<file path="src/rtl/gray_pkg.sv">
// Shared types and defaults for the Gray count decoder.
package gray_pkg;

    typedef enum logic [1:0] {
        ACQUIRE = 2'd0,
        TRACK   = 2'd1,
        LOCKED  = 2'd2
    } state_t;

    localparam int DEF_WIDTH    = 4;
    localparam int DEF_LOCK_CNT = 3;

endpackage

</file>
<file path="src/rtl/gray2bin.sv">
// Combinational Gray-to-binary converter: each binary bit is the XOR of
// all Gray bits at or above its position.
module gray2bin #(
    parameter int WIDTH = gray_pkg::DEF_WIDTH
) (
    input  logic [WIDTH-1:0] gray,
    output logic [WIDTH-1:0] bin
);

    // Running XOR from the MSB down produces the binary value.
    always_comb begin
        logic acc;
        acc = 1'b0;
        bin = '0;
        for (int i = WIDTH - 1; i >= 0; i--) begin
            acc    = acc ^ gray[i];
            bin[i] = acc;
        end
    end

endmodule

</file>
<file path="src/rtl/gray_count_decoder.sv">
// Observes a Gray-coded counter, decodes it to binary and classifies each
// sample-to-sample step as hold, +1, -1 or illegal. A short run of forward
// steps declares the counter locked; any backward or illegal step drops it.
//
// state   | meaning
// --------+---------------------------------------------------------------
// ACQUIRE | no history; next enabled sample only seeds the previous value
// TRACK   | history valid; counting consecutive forward steps toward lock
// LOCKED  | sequence accepted as a forward count; holds until a bad step
module gray_count_decoder
    import gray_pkg::*;
#(
    parameter int WIDTH    = DEF_WIDTH,
    parameter int LOCK_CNT = DEF_LOCK_CNT
) (
    input  logic             clk,
    input  logic             reset_n,
    input  logic             cen,
    input  logic [WIDTH-1:0] gray_in,
    output logic [WIDTH-1:0] bin_out,
    output logic             step_fwd,
    output logic             step_bwd,
    output logic             step_err,
    output logic             locked,
    output logic [7:0]       err_count
);

    localparam int RUN_W = (LOCK_CNT < 1) ? 1 : $clog2(LOCK_CNT + 1);
    localparam logic [RUN_W-1:0] LOCK_RUN = RUN_W'(LOCK_CNT);

    state_t           state;
    logic [RUN_W-1:0] run;
    logic [WIDTH-1:0] b_prev;
    logic [WIDTH-1:0] b_new;
    logic [WIDTH-1:0] delta;
    logic             is_fwd;
    logic             is_bwd;
    logic             is_err;
    logic [RUN_W-1:0] run_inc;

    gray2bin #(.WIDTH(WIDTH)) u_gray2bin (
        .gray (gray_in),
        .bin  (b_new)
    );

    // Modular difference between the new and previous sample; a wrap from
    // all-ones to zero falls out naturally as +1.
    always_comb begin
        delta   = b_new - b_prev;
        is_fwd  = (delta == WIDTH'(1));
        is_bwd  = (delta == {WIDTH{1'b1}});
        is_err  = (delta != '0) && !is_fwd && !is_bwd;
        run_inc = run + 1'b1;
    end

    // Sample register, step pulses, lock FSM and saturating error counter.
    always_ff @(posedge clk) begin
        if (!reset_n) begin
            state     <= ACQUIRE;
            run       <= '0;
            b_prev    <= '0;
            step_fwd  <= 1'b0;
            step_bwd  <= 1'b0;
            step_err  <= 1'b0;
            locked    <= 1'b0;
            err_count <= '0;
        end else begin
            step_fwd <= 1'b0;
            step_bwd <= 1'b0;
            step_err <= 1'b0;
            if (cen) begin
                b_prev <= b_new;
                if (state != ACQUIRE) begin
                    step_fwd <= is_fwd;
                    step_bwd <= is_bwd;
                    step_err <= is_err;
                    if (is_err && (err_count != 8'hFF))
                        err_count <= err_count + 8'd1;
                end
                case (state)
                    ACQUIRE: begin
                        run    <= '0;
                        state  <= TRACK;
                        locked <= 1'b0;
                    end
                    TRACK: begin
                        if (is_fwd) begin
                            run <= run_inc;
                            if (run_inc == LOCK_RUN) begin
                                state  <= LOCKED;
                                locked <= 1'b1;
                            end
                        end else if (is_bwd || is_err) begin
                            run <= '0;
                        end
                    end
                    LOCKED: begin
                        if (is_bwd || is_err) begin
                            run    <= '0;
                            state  <= TRACK;
                            locked <= 1'b0;
                        end
                    end
                    default: begin
                        run    <= '0;
                        state  <= ACQUIRE;
                        locked <= 1'b0;
                    end
                endcase
            end
        end
    end

    assign bin_out = b_prev;

endmodule

</file>
<file path="config.mk">
export PLATFORM = sky130hd
export DESIGN_NAME = gray_count_decoder
export DESIGN_NICKNAME = d
export VERILOG_FILES = /design/src/rtl/gray_pkg.sv /design/src/rtl/gray2bin.sv /design/src/rtl/gray_count_decoder.sv
export SDC_FILE = /design/constraint.sdc
export NUM_CORES = 1
export LEC_CHECK = 0
export BUFFER_PORTS_ARGS = -buffer_cell sky130_fd_sc_hd__buf_2
export CAP_MARGIN = 25
export CORE_UTILIZATION = 54
export DETAILED_ROUTE_END_ITERATION = 10
export PLACE_DENSITY = 0.77
export SLEW_MARGIN = 10
export SYNTH_ARGS = -nofsm -noshare
export SYNTH_HDL_FRONTEND = slang
export SYNTH_HIERARCHICAL = 1
export SYNTH_SLANG_ARGS = --single-unit
</file>
<file path="constraint.sdc">
create_clock -name clk -period 3.25 [get_ports clk]
set_input_delay 0.325 -clock clk [delete_from_list [all_inputs] [get_ports clk]]
set_output_delay 0.325 -clock clk [all_outputs]
set_load 0.05 [all_outputs]
</file>
Word level (Yosys, flattened, before mapping)
Cells that the tools add are included.
{"block": "word_totals", "ff_bits": 20, "wordCells": 46}
{"block": "op_classes", "add_sub_neg": 3, "n_eq_ne": 9, "n_mux": 11, "n_bitwise": 3, "n_reduce_logical": 12}
{"operator": "$mux 2", "count": 5}
{"operator": "$add 8x1->8 const B", "count": 1}
{"operator": "$ne 8x8->1 const B", "count": 1}
{"operator": "$ne 2x2->1 const B", "count": 3}
{"operator": "$pmux 2 s3", "count": 1}
{"operator": "$reduce_and 3->1", "count": 2}
{"operator": "$eq 2x2->1 const B", "count": 2}
{"operator": "$eq 4x1->1 const B", "count": 1}
{"operator": "$eq 4x4->1 const B", "count": 1}
{"operator": "$pmux 2 s2", "count": 1}
{"operator": "$reduce_and 4->1", "count": 1}
{"operator": "$reduce_bool 4->1", "count": 1}
{"operator": "$sub 4x4->4", "count": 1}
{"operator": "$logic_and 1x1->1", "count": 3}
{"operator": "$mux 1", "count": 3}
{"operator": "$xor 1x1->1", "count": 3}
{"operator": "$add 2x1->2 const B", "count": 1}
{"operator": "$eq 2x1->1 const B", "count": 1}
{"operator": "$logic_not 1->1", "count": 2}
{"operator": "$logic_not 2->1", "count": 1}
{"operator": "$pmux 1 s2", "count": 1}
{"operator": "$reduce_bool 2->1", "count": 1}
{"operator": "$logic_or 1x1->1", "count": 1}

Longest topological paths before layout
Gate-level depths: netlist (run 1).
{"block": "depth", "word_depth": 12, "ltp_mapped": 13, "ltp_nobuf": 11}

Cells and area by module
Netlist (run 1), hierarchy kept.
{"mod": "gray_count_decoder", "instances": 1, "cells_per_inst": 121, "area_per_inst_um2": 1127.3, "seq_area_each_um2": 380.4}
{"mod": "gray2bin", "instances": 1, "cells_per_inst": 5, "area_per_inst_um2": 50.0, "seq_area_each_um2": 0.0}

Worst setup path after synthesis (run 1)
No wires, ideal clock.
{"block": "synth_path", "kind": "in2reg", "startpoint": "input gray_in[2]", "endpoint": "register err_count[7]", "setup_time_ns": 0.070, "t_arrival_ns": 2.557, "required_ns": 3.180, "slack_ns": 0.623, "cell_stages": 9, "path_cell_list": "xor2_2 > xor2_1 > ha_1 > and3b_4 > or3_4 > and3_4 > buf_6 > or4_1 > a21boi_1"}
{"block": "synth_between", "elab_chain_cells": 10, "elab_cells_between_ends": 13, "cone_classes": "add/sub: 1; eq/ne: 2; bitwise: 3; reduce/logical: 7"}
{"item": "start, declared", "line": "gray_count_decoder.sv:19", "text": "input logic [WIDTH-1:0] gray_in,"}
{"item": "$xor 1x1->1 * (2 in a row)", "line": "gray2bin.sv:16", "text": "acc = acc ^ gray[i];"}
{"item": "net b_new[1]", "line": "gray_count_decoder.sv:34", "text": "logic [WIDTH-1:0] b_new;"}
{"item": "$xor 1x1->1", "line": "gray2bin.sv:16"}
{"item": "$sub 4x4->4 *", "line": "gray_count_decoder.sv:49", "text": "delta = b_new - b_prev;"}
{"item": "$eq 4x1->1", "line": "gray_count_decoder.sv:50", "text": "is_fwd = (delta == WIDTH'(1));"}
{"item": "$logic_not 1->1", "line": "gray_count_decoder.sv:52", "text": "is_err = (delta != '0) && !is_fwd && !is_bwd;"}
{"item": "$logic_and 1x1->1", "line": "gray_count_decoder.sv:52"}
{"item": "$logic_and 1x1->1 *", "line": "gray_count_decoder.sv:52"}
{"item": "$logic_and 1x1->1 *", "line": "gray_count_decoder.sv:77", "text": "if (is_err && (err_count != 8'hFF))"}
{"item": "$reduce_and 3->1 (no source line) *"}
{"item": "end signal, assigned", "line": "gray_count_decoder.sv:78", "text": "err_count <= err_count + 8'd1;"}
{"item": "end, declared", "line": "gray_count_decoder.sv:25", "text": "output logic [7:0] err_count"}
Mark *: on every way through the listed nets, which the timed path passes. The rest lies on a longest branch.
A chain may end at the register's enable or synchronous reset.

Worst setup path in the final report (run 1)
{"block": "layout_path", "startpoint": "input gray_in[3]", "endpoint": "register err_count[6]"}
{"block": "layout_between", "elab_chain_cells": 10, "elab_cells_between_ends": 13, "cone_classes": "add/sub: 1; eq/ne: 2; bitwise: 3; reduce/logical: 7"}
{"item": "$xor 1x1->1 *", "line": "gray2bin.sv:16"}
{"item": "net b_new[2]", "line": "gray_count_decoder.sv:34"}
{"item": "$xor 1x1->1 *", "line": "gray2bin.sv:16"}
{"item": "net b_new[1]", "line": "gray_count_decoder.sv:34"}
{"item": "$xor 1x1->1", "line": "gray2bin.sv:16"}
{"item": "$sub 4x4->4 *", "line": "gray_count_decoder.sv:49"}
{"item": "$eq 4x1->1", "line": "gray_count_decoder.sv:50"}
{"item": "$logic_not 1->1", "line": "gray_count_decoder.sv:52"}
{"item": "$logic_and 1x1->1", "line": "gray_count_decoder.sv:52"}
{"item": "$logic_and 1x1->1 *", "line": "gray_count_decoder.sv:52"}
{"item": "$logic_and 1x1->1 *", "line": "gray_count_decoder.sv:77"}
{"item": "$reduce_and 3->1 (no source line) *"}
Marks and branches as above.

==> metrics.md, run 1 <==
| Metric | Value |
|---|---|
| Die ar. | 2371 sq um |
| Crit Path Class | in2reg |
| Clock-pin slew on the worst setup and hold paths | roughly 0.11 ns |
| Initial Util | 0.5881 |
| GRT met1 Usage | 0.2676 |
| Syn_nets | approximately 140 |
| CP Max Fanout | 18 |
| Dpl ws | around 0.32 ns |
| Synth Warn # | 6 |
| Synth area leader | dfxtp_1 |
| Core box area | about 2000 sq um |
| Dominant cells by area after synthesis | dfxtp_1 32%, ha_1 8.5%, mux2i_1 5.1% |
| GRT overflow | 0 |
| CTS tree | done |
| Reg2reg setup slack | ~0.9 ns |
| Avg Synthesized Cell Area | between 9 and 10 sq um |
| P&R area growth vs syn | 11.80% |
| Pleak | 0.5759 nW |
| Synthesized area | ~1200 sq um |
| Critical path's slowest cell | or4_1 |
| Vias in the first global route | roughly 950 |
| Pin count of the biggest net entering global routing | 20 |
| Vias | 1006 |
| Worst EP required | approximately 3.5 ns |
| CTS HTree Levels | 1 |
| Via/cell ratio | between 5 and 6 |
| Hold Fails Final Rpt | 0 |
| CP Launch Type | input port |
| Hold Crit Class | in2reg |
| CP max stage delay | about 0.49 ns |
| Worst relative slew slack | 0.6572 |
| Register area share after synthesis | 0.3231 |
| Worst-skew pair later-pin latency | slightly below 0.3 ns |
| Setup tns final | 0 ns |
| Most frequent cell after synthesis | dfxtp_1 |
| Setup ws final | 0.6744 ns |
| M2 GR Usage | 0.3681 |
| HPWL Detailed | roughly 1.8 mm |
| DRT iter0 DRCs | 21 |
| Final Core Density | 0.6575 |
| RSZ-0062 raised after global routing | no |
| Grt peak-use layer | met2 |
| Worst slew pin tran | 0.5118 ns |
| Nets | 163 |
| Crit path arrival time | roughly 2.8 ns |
| I/O pin cnt | 23 |
| Cts repair resizes | 0 |
| Top FF cell, synth | dfxtp_1 |
| Ratio of cells with drive above 1 in the final layout | 0.2329 |
| Max VDD drop | ~260 uV |
| Total CTS buffers | 3 |
| Initial antenna violation count | 0 |
| WHS | 0.3659 ns |
| Tot GR Track Use | 0.2155 |
| Largest delay share family, worst path | simple AND/OR/NAND/NOR gates |
| Fill count | about 180 |
| Die Y | between 40 and 50 microns |
| Postcts setup bufs | 0 |
| Slew Limit Fails | 0 |
| Wire length per cell | about 14 microns |
| Synth unique cells | just over 40 |
| Antenna cells | 0 |
| Synth Instances | roughly 130 |
| Num rows | 16 |
| Total Wirelength | ~2.4 mm |
| First-pass GRT wire length | between 4 and 5 mm |
| # clock sinks | 19 |
| Final Skew | ~0.007 ns |
| Global placer's final weighted congestion | around 0.86 |
| Port Buffer Count | 22 |
| Area share of the largest cell type after synthesis | 0.3231 |
| Asr flop ratio synth | 0 |
| Power, Total | roughly 0.54 mW |
| Status | complete, no violations |
| F_max | a little under 0.4 GHz |
| Critical path capture point type | flop |
| Number of enable flip-flop cells after synthesis | 0 |
| Pwr dens | just over 400 nW/um^2 |
| Synth top cells by count | 19 x dfxtp_1, 11 x inv_1, 10 x nand2_1 |
| Number of synthesized register bits | 19 |
| Final min period | between 2 and 3 ns |
| Critical path buffer and inverter count | 1 |
| DRC Markers | 0 |
| CTS Buffer Depth | 2 |
| Critical Path, Cell by Cell | buf_2 > xor2_2 > xor2_1 > ha_1 > and3b_4 > or3_4 > and3_4 > or4_1 > a21boi_1 |
| Final setup viols | 0 |
| Final Cycle Share | 0.7925 |
| CTS root buf | clkbuf_4 |
| CTS Hold Bufs | 0 |
| Die width | 48.70 microns |
| Global-route met3 utilization | 0.03459 |
| ANT nets after route | 0 |
| Max-Cap Viols | 0 |
| Initial DRT Pass Iterations | 5 |
-- cell type report --
type	count	area [sq um]	share of cell area
multi-input combinational	89	715.7	0.5437
sequential	19	380.4	0.2890
timing repair buffer	23	117.6	0.08935
inverter	11	41.29	0.03137
tap	27	33.78	0.02567
clock buffer	3	22.52	0.01711
clock inverter	1	5.005	0.003802
-- worst register-to-register path, stage by stage, from the launching register on --
cell and delay [ns]:
dfxtp_1 0.36, inv_1 0.05, ha_1 0.33, and3b_4 0.21, or3_4 0.42, and3_4 0.25
or4_1 0.49, a21boi_1 0.17
-- cell families after synthesis --
group / count (synthesis) / share of synthesized area
and+or+nand+nor: 39 / 0.2072
AOI/OAI and AO/OA: 28 / 0.1892
xor gates and xnor gates: 7 / 0.05845
DFF: 19 / 0.3231
muxes: 6 / 0.05101
adders and majority gates: 9 / 0.1020
buffers and inverters: 18 / 0.06908
-- path summary, 6_finish.rpt --
path,cells after the start,end,start
min reg2reg,2,err_count[1],err_count[1]
max,9,err_count[6],gray_in[3]
min,3,bin_out[3],gray_in[3]
max reg2reg,7,err_count[6],bin_out[2]
-- cell usage in the layout, fill, tap and decap left out, types with 2 or more instances in the layout --
cell      instances
dfxtp_1          19
nand4_1           5
nand2b_1          2
ha_1              8
inv_1            11
and3_1            3
buf_2            22
o31ai_1           6
a41o_1            2
clkbuf_4          3
nor2b_1           5
mux2i_1           6
xor2_1            4
a21boi_0          2
a21boi_1          6
nand2_1          10
or4_1             6
xnor2_1           2
nor2_1            2
-- layer usage --
layer / up-vias / part of all wire
met5: - / 0
met2: 29 / 0.48
met4: 0 / 0.0093
met1: 476 / 0.46
met3: 4 / 0.044
li1: 497 / -
-- power by group --
group / total, mW / leakage (nW) / switching, mW / internal [mW]
clock: 0.119 / 0.0177 / 0.0734 / 0.0457
combinational: 0.179 / 0.404 / 0.118 / 0.0615
sequential: 0.246 / 0.154 / 0.00552 / 0.241
total: 0.545 / 0.576 / 0.197 / 0.348
-- flip-flops by register name, summed over array words and instances, names as in the netlist --
register   flops
locked         1
step_bwd       1
state          1
step_fwd       1
bin_out        4
err_count      8
step_err       1
run            2
-- metrics by stage --
| step | std cells | instance area, sq um |
|---|---|---|
| floorplan | 126 | 1177 |
| global placement | 169 | 1289 |
| detailed placement | 169 | 1289 |
| CTS | 173 | 1316 |
| global route | 173 | 1316 |
| finish | 173 | 1316 |
(Power assumes the default switching activity.)
==> inputs of run 2 (changes only) <==
==> constraint.sdc (replaced) <==
create_clock -name clk -period 2.7 [get_ports clk]
set_input_delay 0.27 -clock clk [delete_from_list [all_inputs] [get_ports clk]]
set_output_delay 0.27 -clock clk [all_outputs]
set_load 0.05 [all_outputs]
==> run 2 against run 1 <==
Worst setup slack worse by 0.36 ns. Via count up 0.60%. Worst hold slack worse by 0.049 ns.
==> metrics.md, run 2 (synthesized netlist as in run 1, its figures left out) <==
| Metric | Value |
|---|---|
| Status | complete, no violations |
| DRC Markers | 0 |
| ANT nets after route | 0 |
| Num rows | 16 |
| Final Cycle Share | 0.8827 |
| Internal power | 0.4287 mW |
| Commonest non-fill, non-tap cell in the layout | buf_2 |
| Port Buffer Count | 22 |
| Area of the multi-input gates | 715.7 sq um |
| Worst-skew pair later-pin latency | roughly 0.30 ns |
| Final min period | approximately 2.4 ns |
| Critical path capture point type | flop |
| Largest delay share family, worst path | simple AND/OR/NAND/NOR gates |
| Reg with most FFs | err_count |
| CTS Hold Bufs | 0 |
| Global placer's final weighted congestion | 0.8075 |
| Max reg flops | 8 |
| Switching share of power | 0.3535 |
| RSZ-0062 raised after global routing | no |
| Crit Path Class | in2reg |
| Most frequent cells in the layout | 22 x buf_2, 19 x dfxtp_1, 11 x inv_1 |
| Die width | around 49 microns |
| Wire length per cell | 13.11 microns |
| Critical path's slowest cell | or4_1 |
| Hold Fails Final Rpt | 0 |
| Cts repair resizes | 0 |
| Critical path buffer and inverter count | 3 |
| Clock-pin slew on the worst setup and hold paths | between 0.1 and 0.15 ns |
| CTS root buf | clkbuf_4 |
| CP Max Fanout | 16 |
| I/O pin cnt | 23 |
| Core box area | around 2000 sq um |
| Finished Layout Cells | roughly 180 |
| Worst slew pin tran | slightly below 0.5 ns |
| Die ar. | between 2000 and 2500 sq um |
| Cells after DPL | between 150 and 200 |
| Nets | ~170 |
| HPWL Detailed | 1.748 mm |
| Register area | about 380 sq um |
| Flop pwr share | 0.447 |
| First-pass GRT wire length | around 3.8 mm |
| Total Wirelength | 2.294 mm |
| CTS Buffer Depth | 2 |
| Dpl ws | -0.00003397 ns |
| Clock power share | 0.221 |
| Final Skew | roughly 0.0087 ns |
| F_max | around 0.42 GHz |
| P&R area growth vs syn | 12.97% |
| Setup ws final | 0.3166 ns |
| Final setup viols | 0 |
| Worst EP required | 2.94 ns |
| Slew Limit Fails | 0 |
| Antenna cells | 0 |
| Net Sw Power | between 0.2 and 0.25 mW |
| Initial antenna violation count | 0 |
| Die Y | about 49 microns |
| Crit path top cell by count | inv_1 |
| Max-Cap Viols | 0 |
| Final Core Density | 0.6644 |
| Vias in the first global route | 897 |
| Vias | around 1000 |
| Power, Total | ~0.66 mW |
| CTS HTree Levels | 1 |
| Hold Crit Class | in2reg |
| CP Launch Type | input port |
| DRT iter0 DRCs | 11 |
| Pin count of the biggest net entering global routing | 20 |
| Pleak | about 0.58 nW |
| Total CTS buffers | 3 |
| Critical Path, Cell by Cell | buf_2 > xor2_2 > xnor2_1 > inv_1 > ha_1 > inv_1 > fa_1 > xor2_1 > nor2_1 > and3_4 > or4_1 > a21boi_1 |
| # clock sinks | 19 |
| Crit path arrival time | between 2 and 3 ns |
| Postcts setup bufs | 0 |
| Logic pwr share | 0.332 |
| GRT overflow | 0 |
| Worst relative slew slack | 0.6772 |
| Initial Util | 0.5881 |
| Fill count | approximately 170 |
| WHS | roughly 0.32 ns |
| Via/cell ratio | roughly 5.8 |
| Initial DRT Pass Iterations | 4 |
| Pwr dens | roughly 500 nW/um^2 |
| CP max stage delay | between 0.4 and 0.5 ns |
| Max VDD drop | ~270 uV |
| Ratio of cells with drive above 1 in the final layout | 0.2365 |
| CTS tree | done |
| Tot GR Track Use | 0.2031 |
-- run 2: cell types whose count changed in the layout (fill, tap and decap cells not counted) --
cell      before  now
buf_4          1    3
clkbuf_1       0    1
clkinv_2       1    0
-- run 2: area by class of cell --
class                      count  share of cell area
timing repair buffer          25             0.09972
sequential                    19              0.2860
multi-input combinational     89              0.5381
tap                           27             0.02540
inverter                      11             0.03104
clock buffer                   4             0.01976
-- run 2: power groups by stage --
stage	clock (mW)	sequential, mW	combinational (mW)
6_report	0.146	0.297	0.220
5_1_grt	0.159	0.298	0.241
4_1_cts	0.150	0.297	0.220
3_5_place_dp	0	0.303	0.220
3_3_place_gp	0	0.303	0.210
2_1_floorplan	0	0.331	0.148
-- run 2: final timing paths --
kind | from | to | slack, ns | cells after the start
max | gray_in[3] | err_count[5] | 0.32 | 12
min | gray_in[3] | bin_out[3] | 0.32 | 3
max reg2reg | bin_out[2] | err_count[5] | 0.41 | 7
min reg2reg | err_count[1] | err_count[1] | 0.50 | 2
-- run 2: worst reg2reg max path, delay by kind of cell (launching register included) --
| family | cells | cell delay, ns |
|---|---|---|
| buffers and inverters | 1 | 0.05 |
| AOI/OAI and AO/OA | 1 | 0.15 |
| and+or+nand+nor | 4 | 1.35 |
| DFF | 1 | 0.36 |
| adders and majority gates | 1 | 0.33 |
-- run 2: per-layer routing --
| metal | up-vias | share of wire | track usage |
|---|---|---|---|
| met4 | 0 | 0.0061 | 0.04902 |
| met3 | 2 | 0.046 | 0.02830 |
| li1 | 505 | - | - |
| met2 | 26 | 0.49 | 0.3611 |
| met5 | - | 0 | 0 |
| met1 | 479 | 0.46 | 0.2564 |
-- run 2: metrics by stage --
| stage | setup TNS (ns) | area, sq um |
|---|---|---|
| floorplan | 0 | 1177 |
| global placement | 0 | 1304 |
| detailed placement | -0.00003397 | 1304 |
| CTS | 0 | 1330 |
| global route | 0 | 1330 |
| finish | 0 | 1330 |
==> inputs of run 3 (changes only) <==
--- a/config.mk
+++ b/config.mk
@@ -7,11 +7,10 @@
 export LEC_CHECK = 0
 export BUFFER_PORTS_ARGS = -buffer_cell sky130_fd_sc_hd__buf_2
 export CAP_MARGIN = 25
-export CORE_UTILIZATION = 54
+export CORE_UTILIZATION = 53
 export DETAILED_ROUTE_END_ITERATION = 10
 export PLACE_DENSITY = 0.77
 export SLEW_MARGIN = 10
 export SYNTH_ARGS = -nofsm -noshare
 export SYNTH_HDL_FRONTEND = slang
-export SYNTH_HIERARCHICAL = 1
 export SYNTH_SLANG_ARGS = --single-unit
==> run 3 against run 2 <==
Cell count increased by 7.4%. Routed wire length increased by 7.9%. Area after synthesis decreased by 4.9%. Critical path depth decreased by 1. Combinational power increased by 15%. Register-to-register slack got worse by 0.12 ns. Sequential share of layout area decreased by 0.71 points. Clock skew decreased by 0.0034 ns. Power increased by 7.1%. Via count increased by 2.2%. Worst hold slack got worse by 0.036 ns. Count of clock-buffer cells in the layout decreased by 1. Critical path type unchanged. Critical endpoint is now locked. Largest power group unchanged.
==> metrics.md, run 3 <==
| Metric | Value |
|---|---|
| Final Cycle Share | 0.9553 |
| Crit path arrival time | around 2.8 ns |
| Core box area | 1982 sq um |
| CTS Hold Bufs | 0 |
| Reg with most FFs | err_count |
| Finished Layout Cells | about 190 |
| Die ar. | about 2300 sq um |
| CP Launch Type | input port |
| Final Core Density | 0.6881 |
| Initial antenna violation count | 0 |
| ANT nets after route | 0 |
| # clock sinks | 19 |
| I/O pin cnt | 23 |
| Nets | 178 |
| Total CTS buffers | 3 |
| Final setup viols | 0 |
| Global placer's final weighted congestion | between 0.7 and 0.8 |
| Setup tns final | 0 ns |
| Initial DRT Pass Iterations | 4 |
| GRT overflow | 0 |
| CTS HTree Levels | 1 |
| Number of synthesized register bits | 19 |
| DRC Markers | 0 |
| Synth top cells by count | 19 x dfxtp_1, 16 x nand2_1, 11 x inv_1 |
| Dominant cells by area after synthesis | dfxtp_1 34%, ha_1 8.9%, mux2i_1 8.0% |
| Worst slew pin tran | between 0.3 and 0.4 ns |
| Syn_nets | 145 |
| Max-Cap Viols | 0 |
| Antenna cells | 0 |
| CTS Buffer Depth | 2 |
| CTS tree | done |
| Hold Crit Class | in2reg |
| First-pass GRT wire length | ~3.7 mm |
| WHS | ~0.28 ns |
| Top FF cell, synth | dfxtp_1 |
| Port Buffer Count | 22 |
| Worst relative slew slack | 0.7338 |
| Critical path capture point type | flop |
| Initial Util | 0.5650 |
| Most frequent cell after synthesis | dfxtp_1 |
| Pleak | slightly above 0.6 nW |
| Crit Path Class | in2reg |
| Die Y | 47.97 microns |
| Tot GR Track Use | 0.2311 |
| Vias | 1034 |
| P&R area growth vs syn | 21.79% |
| Max VDD drop | between 300 and 400 uV |
| Synth unique cells | 34 |
| Total Wirelength | 2.475 mm |
| Avg Synthesized Cell Area | 8.681 sq um |
| DRT iter0 DRCs | 39 |
| F_max | just under 0.4 GHz |
| Hold Fails Final Rpt | 0 |
| Final min period | 2.579 ns |
| Pin count of the biggest net entering global routing | 18 |
| Max reg flops | 8 |
| Cells after DPL | 184 |
| Synth area leader | dfxtp_1 |
| Clock-pin slew on the worst setup and hold paths | about 0.12 ns |
| Status | complete, no violations |
| Register area share after synthesis | 0.3397 |
| Worst EP required | around 3.0 ns |
| Wire length per cell | 13.16 microns |
| Cts repair resizes | 0 |
| Vias in the first global route | 854 |
| Die width | approximately 48 microns |
| Reg2reg setup slack | 0.29 ns |
| Number of enable flip-flop cells after synthesis | 0 |
| RSZ-0062 raised after global routing | no |
| CP Max Fanout | 3 |
| Synthesized area | ~1100 sq um |
| Num rows | 16 |
| Worst-skew pair later-pin latency | 0.31 ns |
| Synth Warn # | 0 |
| Commonest non-fill, non-tap cell in the layout | buf_2 |
| Postcts setup bufs | 0 |
| CTS root buf | clkbuf_4 |
| Asr flop ratio synth | 0 |
| Area share of the largest cell type after synthesis | 0.3397 |
| Pwr dens | between 500 and 600 nW/um^2 |
| Ratio of cells with drive above 1 in the final layout | 0.2484 |
| Slew Limit Fails | 0 |
| Most frequent cells in the layout | 22 x buf_2, 19 x dfxtp_1, 16 x nand2_1 |
| Synth Instances | between 100 and 150 |
| Power, Total | about 0.71 mW |
| HPWL Detailed | approximately 1.8 mm |
| Via/cell ratio | around 5.5 |
| Final Skew | about 0.0052 ns |
==> run 3: cell types whose count changed after synthesis, moves of 4 or more <==
| cell | previous run | this run |
|---|---|---|
| nand3_1 | 0 | 4 |
| or4_1 | 6 | 1 |
| o31ai_1 | 6 | 1 |
| nor4_1 | 0 | 4 |
| nor2b_1 | 5 | 0 |
| nor2_1 | 2 | 7 |
| nand2_1 | 10 | 16 |
| a21boi_1 | 6 | 0 |
==> run 3: cell families after synthesis <==
family,Yosys count,share of synthesized area
AOI/OAI and AO/OA,18,0.1240
xor gates and xnor gates,6,0.04693
adders and majority gates,9,0.1073
buffers and inverters,15,0.05362
DFF,19,0.3397
muxes,9,0.08045
and+or+nand+nor,53,0.2481
==> run 3: per-stage QoR <==
| stage | worst slack (ns) | instance area [sq um] |
|---|---|---|
| after floorplan | 0.05959 | 1120 |
| after global placement | -0.02394 | 1320 |
| after detailed placement | -0.1469 | 1320 |
| after CTS | 0.1136 | 1350 |
| after global routing | 0.0003539 | 1364 |
| final | 0.1206 | 1364 |
==> run 3: metal layers <==
layer / up-vias / global-route usage / wire, microns
li1: 526 / - / -
met2: 22 / 0.3784 / 1195
met5: - / 0 / 0
met3: 9 / 0.04528 / 71
met4: 0 / 0.09444 / 71
met1: 477 / 0.2961 / 1137
==> run 3: power breakdown <==
| group | leakage (nW) | switching [mW] | internal [mW] |
|---|---|---|---|
| registers | 0.155 | 0.0113 | 0.292 |
| logic | 0.435 | 0.152 | 0.101 |
| clock network | 0.0139 | 0.0971 | 0.0565 |
| total | 0.604 | 0.260 | 0.450 |
==> run 3: cell type report <==
type	instances	area (sq um)
Multi-Input combinational cell	95	693.2
Fill cell	160	618.1
Sequential cell	19	380.4
Timing Repair Buffer	32	185.2
Inverter	11	41.29
Tap cell	27	33.78
Clock buffer	3	22.52
Clock inverter	1	7.507
==> run 3: final timing paths <==
check,startpoint,endpoint,cells after the start
setup / recovery,gray_in[3],locked,11
hold / removal,cen,bin_out[0],2
setup reg to reg,bin_out[1],locked,7
hold reg to reg,err_count[5],err_count[5],2
==> run 3: critical path, stage by stage <==
cell	delay [ns]
buf_2	0.12
xnor2_2	0.14
xnor2_1	0.25
xnor2_1	0.15
ha_1	0.23
fa_1	0.38
xor2_1	0.20
nand2_1	0.11
a2111o_1	0.42
a221oi_2	0.32
mux2i_1	0.22
